[config.mk]
export PLATFORM = sky130hd
export DESIGN_NAME = cntr_updn_mod_nb
export DESIGN_NICKNAME = d
export VERILOG_FILES = /design/src/rtl/cntr_pkg.sv /design/src/rtl/presc_nb.sv /design/src/rtl/cntr_updn_mod_nb.sv
export SDC_FILE = /design/constraint.sdc
export NUM_CORES = 1
export LEC_CHECK = 0
export BUFFER_PORTS_ARGS = -buffer_cell sky130_fd_sc_hd__buf_2
export CORE_ASPECT_RATIO = 1.1
export CORE_UTILIZATION = 38
export DETAILED_ROUTE_END_ITERATION = 8
export PLACE_DENSITY = 0.68
export SETUP_SLACK_MARGIN = 0.15
export SLEW_MARGIN = 20
export SYNTH_ARGS = -nofsm -noshare
export SYNTH_HDL_FRONTEND = slang
export SYNTH_SLANG_ARGS = --single-unit
[constraint.sdc]
create_clock -name clk -period 4.1 [get_ports clk]
set_input_delay 0.82 -clock clk [delete_from_list [all_inputs] [get_ports clk]]
set_output_delay 0.82 -clock clk [all_outputs]
set_load 0.01 [all_outputs]
[src/rtl/cntr_pkg.sv]
// Shared defaults and step-mode encoding for the up/down modulo counter.
package cntr_pkg;

  localparam int unsigned N_DEF  = 16;
  localparam int unsigned PW_DEF = 8;

  typedef enum logic [1:0] {
    STEP_HOLD = 2'd0,
    STEP_UP   = 2'd1,
    STEP_DOWN = 2'd2
  } step_e;

endpackage

[src/rtl/presc_nb.sv]
// Prescaler: PW-bit counter that strobes tick when it reaches pre, then restarts.
module presc_nb #(
  parameter int unsigned PW = cntr_pkg::PW_DEF
) (
  input  logic          clk,
  input  logic          clr,
  input  logic          sclr,
  input  logic          en,
  input  logic [PW-1:0] pre,
  output logic          tick
);

  logic [PW-1:0] p_q;
  logic [PW-1:0] p_d;

  // Step strobe: one en cycle in every pre+1.
  assign tick = en && (p_q == pre);

  // Next prescaler value: clear wins, otherwise advance only while enabled.
  always_comb begin
    p_d = p_q;
    if (sclr) begin
      p_d = '0;
    end else if (en) begin
      p_d = tick ? '0 : p_q + PW'(1);
    end
  end

  // Prescaler state register.
  always_ff @(posedge clk or posedge clr) begin
    if (clr) begin
      p_q <= '0;
    end else begin
      p_q <= p_d;
    end
  end

endmodule

[src/rtl/cntr_updn_mod_nb.sv]
// Up/down counter over 0..max with wrap or saturate, prescaled stepping and load.
module cntr_updn_mod_nb
  import cntr_pkg::*;
#(
  parameter int unsigned N  = N_DEF,
  parameter int unsigned PW = PW_DEF
) (
  input  logic          clk,
  input  logic          clr,
  input  logic          sclr,
  input  logic          en,
  input  logic          up,
  input  logic          dn,
  input  logic          ld,
  input  logic [N-1:0]  D,
  input  logic [N-1:0]  max,
  input  logic          sat,
  input  logic [PW-1:0] pre,
  output logic [N-1:0]  count,
  output logic          tc,
  output logic          rco,
  output logic          tick
);

  logic [N-1:0] count_q;
  logic [N-1:0] count_d;
  logic         rco_q;
  logic         rco_d;
  logic         presc_clr_c;
  step_e        step_c;

  // A load also restarts the prescaler so the next step is a full period away.
  assign presc_clr_c = sclr || ld;

  presc_nb #(
    .PW (PW)
  ) u_presc (
    .clk  (clk),
    .clr  (clr),
    .sclr (presc_clr_c),
    .en   (en),
    .pre  (pre),
    .tick (tick)
  );

  // Decode the step request; conflicting or absent direction holds.
  always_comb begin
    step_c = STEP_HOLD;
    if (tick && up && !dn) begin
      step_c = STEP_UP;
    end else if (tick && dn && !up) begin
      step_c = STEP_DOWN;
    end
  end

  // Next count and wrap pulse: sclr, then ld, then step, then hold.
  always_comb begin
    count_d = count_q;
    rco_d   = 1'b0;
    if (sclr) begin
      count_d = '0;
    end else if (ld) begin
      count_d = D;
    end else begin
      case (step_c)
        STEP_UP: begin
          if (count_q >= max) begin
            if (sat) begin
              count_d = max;
            end else begin
              count_d = '0;
              rco_d   = 1'b1;
            end
          end else begin
            count_d = count_q + N'(1);
          end
        end
        STEP_DOWN: begin
          if (count_q == '0) begin
            if (!sat) begin
              count_d = max;
              rco_d   = 1'b1;
            end
          end else if (count_q > max) begin
            count_d = max;
          end else begin
            count_d = count_q - N'(1);
          end
        end
        default: begin
          count_d = count_q;
        end
      endcase
    end
  end

  // Count and wrap-pulse registers.
  always_ff @(posedge clk or posedge clr) begin
    if (clr) begin
      count_q <= '0;
      rco_q   <= 1'b0;
    end else begin
      count_q <= count_d;
      rco_q   <= rco_d;
    end
  end

  // Terminal count looks at the requested direction, not at tick.
  assign tc    = (up && !dn && (count_q >= max)) || (dn && !up && (count_q == '0));
  assign count = count_q;
  assign rco   = rco_q;

endmodule

==> reports/metrics.yaml, run 1 <==
powerDensity_mw_per_mm2: 207.7
worst_path_max_delay_cell: "or4_4"
nFillCells: 800
synth_compound_area_share_pct: 16.79
syn-instance-count: 385
timing.fmax_mhz: 271.4
cp_slowest_stage_delay_ns: 0.51
syn2layout_area_growth_pct: 13.87
root_buffer: "clkbuf_8"
status: "completed"
cp_common_cell: "buf_2"
peakVddDrop_mv: 0.1625
wl_per_cell_um: 16.17
clock_latency_ns: 0.29
synth_adder_area_share_pct: 8.460
cts.clk_slew.worst_paths_ns: 0.11
yosysWarnings: 0
crit_buf_inv: 4
crit_path_cell_trace: "buf_2 -> inv_1 -> ha_1 -> nand4_2 -> nor2_1 -> or4_4 -> a211oi_2 -> buf_4 -> nand2_4 -> nand2b_1 -> o21ai_0 -> buf_2"
maxCapViolations: 0
io_pins: 67
synth.avg_cell_area_sq_um: 7.683
async_flop_share_pct: 100.0
antennaDiodeCount: 0
worst_slew_pin_slew_ns: 0.7857
final_util_pct: 44.82
cts_buffer_depth: 2
ys_seq_area_share_pct: 21.15
cts_hold_buf: 0
worstRegToRegCells: 8
r2r_start: "count[15]$_DFFE_PP0P_"
clock_sinks: 25
grt_start_max_net_pins: 33
min_period_ns: 3.685
grtUsageTotal_pct: 21.99
viasPerCell: 5.474
cp.depth: 12
synth_ff_type: "dfrtp_1"
die_w_um: 86.12
slew_headroom_pct: 47.61
synth_cell_types: 51
critical_path_class: "input pin to primary output"
r2r_slack_ns: 0.85
layout-drive-gt1-share_pct: 20.42
r2r_end: "count[14]$_DFFE_PP0P_"
layout_setup_ws_ns: 0.4147
initial_core_util_pct: 39.36
yosys.area_share.simple_pct: 28.72
path_max_fanout: 4
slew_violations: 0
synth_seq_cells: 25
drc: 0
num-nets-final: 500
cp-end-kind: "primary output"
worstPathArrival_ns: 2.87
tns_ns: 0
synthMuxAreaShare_pct: 4.780
met2_length_um: 4142
drt-pass1-iter-count: 4
synth_top_family_by_area: "simple AND/OR/NAND/NOR gates"
dieArea_sq_mm: 0.008141
synthXorXnorAreaFrac_pct: 12.14
gp_congestion: 0.8751
tritoncts: "done"
ctsResizeCount: 0
vias: 2934
place_inst: 532
hold_violations: 0
routed.top_layer: "met4"
die_h_um: 94.53
cts_setup_buffers: 0
wl_met1_um: 3950
overflow: 0
wirelength_um: 8666
core_sq_mm: 0.007515
grt_pass1_wl_um: 13970
portBuffers: 66
drt_iter0_drc: 151
met3_length_um: 440
rows: 33
finClkSkew_ns: 0.005512
cts_made_buffers: 3
antenna_found_initial: 0
start_kind: "input pin"
cellLeakagePower_uw: 0.001469
finalNonFillerCells: 536
period_share_pct: 89.88
synth_area_sq_mm: 0.002958
required_ns: 3.28
grt_setup_unrepaired: "no"
pre_cts_slack_ns: 0.4131
grt_pass1_vias: 2761
setup_viol: 0
synth_edf_count: 0
crit_family: "simple AND/OR/NAND/NOR gates"
min_path_type: "input pin to async pin"
h-tree-depth: 1
antenna_left: 0
dpl.hpwl_um: 6305
syn-num-nets: 453
==> per-stage QoR <==
step / power (uW) / cell area (sq um) / hold WS, ns
after floorplan: 460.5 / 2958 / 0.5247
after global placement: 529.6 / 3322 / 0.5530
after detailed placement: 533.5 / 3322 / 0.5525
after CTS: 697.3 / 3368 / 0.5939
after global routing: 737.1 / 3368 / 0.6341
final: 699.6 / 3368 / 0.5788
==> layout make-up <==
cell class | count | area [sq um] | area share (%)
tap | 105 | 131.4 | 3.900
inverter | 23 | 86.33 | 2.563
clock inverter | 1 | 5.005 | 0.1486
timing repair buffer | 72 | 375.4 | 11.14
multi-input combinational | 307 | 2103 | 62.44
clock buffer | 3 | 41.29 | 1.226
sequential | 25 | 625.6 | 18.57
==> worst register-to-register path, delay by kind of cell, from the launching register on <==
family	cells	cell delay, ns
AND/OR/NAND/NOR	4	0.94
flip-flops	1	0.50
AO/OA/AOI/OAI	3	1.32
adder cells (fa/ha/maj)	1	0.37
==> registers in the layout, summed over array words and instances, names as in the netlist <==
| register | flops |
|---|---|
| count | 16 |
| u_presc.p_q | 8 |
| rco | 1 |
==> worst max path at each step <==
stage | end | startpoint | slack, ns
final | tc | max[15] | 0.41
after global routing | tc | max[15] | 0.33
after CTS | tc | max[15] | 0.41
after detailed placement | tc | max[15] | 0.41
after global placement | tc | max[15] | 0.45
after floorplan | tc | max[15] | 0.65
==> cells in the mapped netlist (2+ instances only) <==
cell | count | area [sq um]
nand2_1 | 36 | 135.1
nor2_1 | 27 | 101.4
dfrtp_1 | 25 | 625.6
inv_1 | 23 | 86.33
xnor2_1 | 23 | 201.4
ha_1 | 20 | 250.2
nor3_1 | 20 | 100.1
clkbuf_1 | 18 | 67.56
xor2_1 | 18 | 157.7
a21oi_1 | 17 | 85.08
nand3_1 | 17 | 85.08
mux2i_1 | 13 | 130.1
nand2b_1 | 11 | 68.82
nor2b_1 | 11 | 68.82
a211oi_1 | 10 | 75.07
nand4_1 | 8 | 50.05
nor4_1 | 8 | 50.05
o31ai_1 | 8 | 60.06
a2111oi_0 | 7 | 61.31
a31oi_1 | 7 | 43.79
and3_1 | 6 | 37.54
buf_2 | 5 | 25.02
o21ai_0 | 5 | 25.02
or3_1 | 4 | 25.02
and2_1 | 3 | 18.77
buf_6 | 3 | 33.78
o2111ai_1 | 3 | 26.28
or4_1 | 3 | 22.52
buf_1 | 2 | 7.510
buf_4 | 2 | 15.01
or2_2 | 2 | 12.51
==> logic make-up (layout without fill, tap and decap cells) <==
kind of cell,count (synthesis),in the layout
buffers and inverters,53,99
adder cells (fa/ha/maj),20,20
XOR/XNOR,41,41
AND/OR/NAND/NOR,162,162
multiplexers,14,14
AO/OA/AOI/OAI,70,70
flip-flops,25,25
==> placed cells by master (no fill, tap or decap), drive strengths merged, types with 6 or more instances in the layout <==
master,n
buf,72
nand2,37
nor2,27
dfrtp,25
xnor2,23
inv,23
nor3,20
ha,20
xor2,18
a21oi,17
nand3,17
mux2i,13
nand2b,11
nor2b,11
a211oi,11
nand4,9
nor4,9
o31ai,8
a2111oi,7
a31oi,7
and3,6
o21ai,6
==> power by group <==
part / switching, uW / internal, uW / total, uW
logic: 135 / 108 / 243
registers: 32.3 / 257 / 289
clock network: 99.1 / 68.6 / 168
==> per-layer routing <==
metal / vias to the layer above / global-route usage, %
li1: 1462 / -
met1: 1372 / 29.00
met2: 90 / 38.56
met3: 10 / 2.360
met4: 0 / 4.861
met5: - / 0
Power figures use the tool's default switching activity.
==> run 2: changes to the inputs <==
CORE_ASPECT_RATIO = 1.75   (was 1.1)
clock period = 4.71 ns   (was 4.1 ns; I/O delays follow)
==> run 2 against run 1 <==
Net effect:
- cell area is 0.15% higher
- combinational power decreased by 14%
- power fell by 5.1%
- routed wire length up 5.1%
- utilization fell by 0.25 points
- die area increased by 0.16%
- non-clock buffer count fell by 1
- critical path type unchanged
- largest cell class unchanged
- highest routed layer unchanged
==> reports/metrics.yaml, run 2 (synthesis gave the netlist of run 1 again) <==
place_area_sq_mm: 0.003293
cts_made_buffers: 3
powerDensity_mw_per_mm2: 196.8
cts.clk_slew.worst_paths_ns: 0.07
io_pins: 67
p_int_uw: 431.1
maxCapViolations: 0
cp-end-kind: "primary output"
antenna_left: 0
root_buffer: "clkbuf_16"
min_period_ns: 3.938
grt_start_max_net_pins: 33
layout-drive-gt1-share_pct: 20.23
cellLeakagePower_uw: 0.001480
clock_sinks: 25
finClkSkew_ns: 0.008096
initial_core_util_pct: 39.09
p_sw_uw: 232.9
grtUsageTotal_pct: 23.75
grt_setup_unrepaired: "no"
power_frac_seq_pct: 37.8
grt_pass1_wl_um: 14430
period_share_pct: 83.62
portBuffers: 66
dieArea_sq_mm: 0.008154
place_inst: 514
min_path_type: "register to register"
wirelength_um: 9104
r2r_start: "count[11]$_DFFE_PP0P_"
min-delay-start: "u_presc.p_q[7]$_DFFE_PP0P_"
worstPathArrival_ns: 3.00
overflow: 0
die_w_um: 68.69
die_h_um: 118.7
slew_violations: 0
largest_reg_flops: 16
ctsResizeCount: 0
cts_hold_buf: 0
viasPerCell: 5.716
vias: 2961
gp_congestion: 0.9007
num-nets-final: 499
final_common_cell: "buf_2"
clock_latency_ns: 0.27
antennaDiodeCount: 0
power_uw: 664.0
wl_per_cell_um: 17.58
start_kind: "input pin"
tritoncts: "done"
layout_common_cells: "66 x buf_2, 36 x nand2_1, 27 x nor2_1, 25 x dfrtp_1, 23 x xnor2_1"
drc: 0
syn2layout_area_growth_pct: 14.04
drt_iter0_drc: 157
dpl.hpwl_um: 6774
antenna_found_initial: 0
setup_viol: 0
slew_headroom_pct: 50.82
pwr-share-clk_pct: 30.5
finalNonFillerCells: 518
cts_setup_buffers: 0
final_util_pct: 44.58
path_max_fanout: 4
critical_path_class: "input pin to primary output"
drt-pass1-iter-count: 4
required_ns: 3.77
switching_share_pct: 35.08
core_sq_mm: 0.007567
tns_ns: 0
h-tree-depth: 1
peakVddDrop_mv: 0.1369
hold_violations: 0
startpoint: "max[11]"
power.share.combinational_pct: 31.6
cts_buffer_depth: 2
rows: 42
grt_pass1_vias: 3006
status: "completed"
postLayoutCellArea_sq_mm: 0.003373
worst_slew_pin_slew_ns: 0.7349
timing.fmax_mhz: 253.9
## run 2: worst paths after layout
| kind | cells past startpoint | endpoint | slack, ns |
|---|---|---|---|
| setup reg to reg | 10 | count[9]$_DFFE_PP0P_ | 1.41 |
| hold reg to reg | 2 | u_presc.p_q[7]$_DFFE_PP0P_ | 0.57 |
| setup / recovery | 11 | tc | 0.77 |
| hold / removal | 2 | u_presc.p_q[7]$_DFFE_PP0P_ | 0.57 |
| max in group asynchronous | 2 | count[4]$_DFFE_PP0P_ | 3.59 |
| min in group asynchronous | 2 | count[5]$_DFFE_PP0P_ | 0.73 |
## run 2: power by group through the flow
stage	Combinational, uW	Sequential (uW)	Clock, uW
after floorplan	158	243	0
after global placement	206	255	0
after detailed placement	209	255	0
after CTS	210	251	210
after global routing	234	253	215
final	210	251	203
## run 2: final cells by class
class	instances	area, sq um
timing repair buffer	71	367.9
sequential	25	625.6
tap	88	110.1
clock inverter	1	5.005
clock buffer	3	75.07
multi-input combinational	307	2103
fill	824	4194
inverter	23	86.33
## run 2: per-stage QoR
stage	setup slack, ns	hold slack, ns
after floorplan	1.019	0.5247
after global placement	0.7957	0.5494
after detailed placement	0.7971	0.5624
after CTS	0.7903	0.5815
after global routing	0.5827	0.6156
final	0.7717	0.5742
## run 2: metal layers
metal  vias to the layer above  share of wire [%]  GRT usage [%]
met5                         -                  0              0
met4                         0                4.3          11.73
met3                        25                5.0          2.510
met2                        94                 55          43.38
met1                      1384                 36          25.31
li1                       1458                  -              -
## run 2: worst max-delay path, cell delays in order
cell      delay, ns
buf_2          0.10
inv_1          0.06
ha_1           0.30
a21oi_1        0.16
nor2_1         0.06
or4_4          0.50
a211oi_2       0.46
nand2_4        0.08
nand2b_1       0.08
o21ai_0        0.10
buf_2          0.16
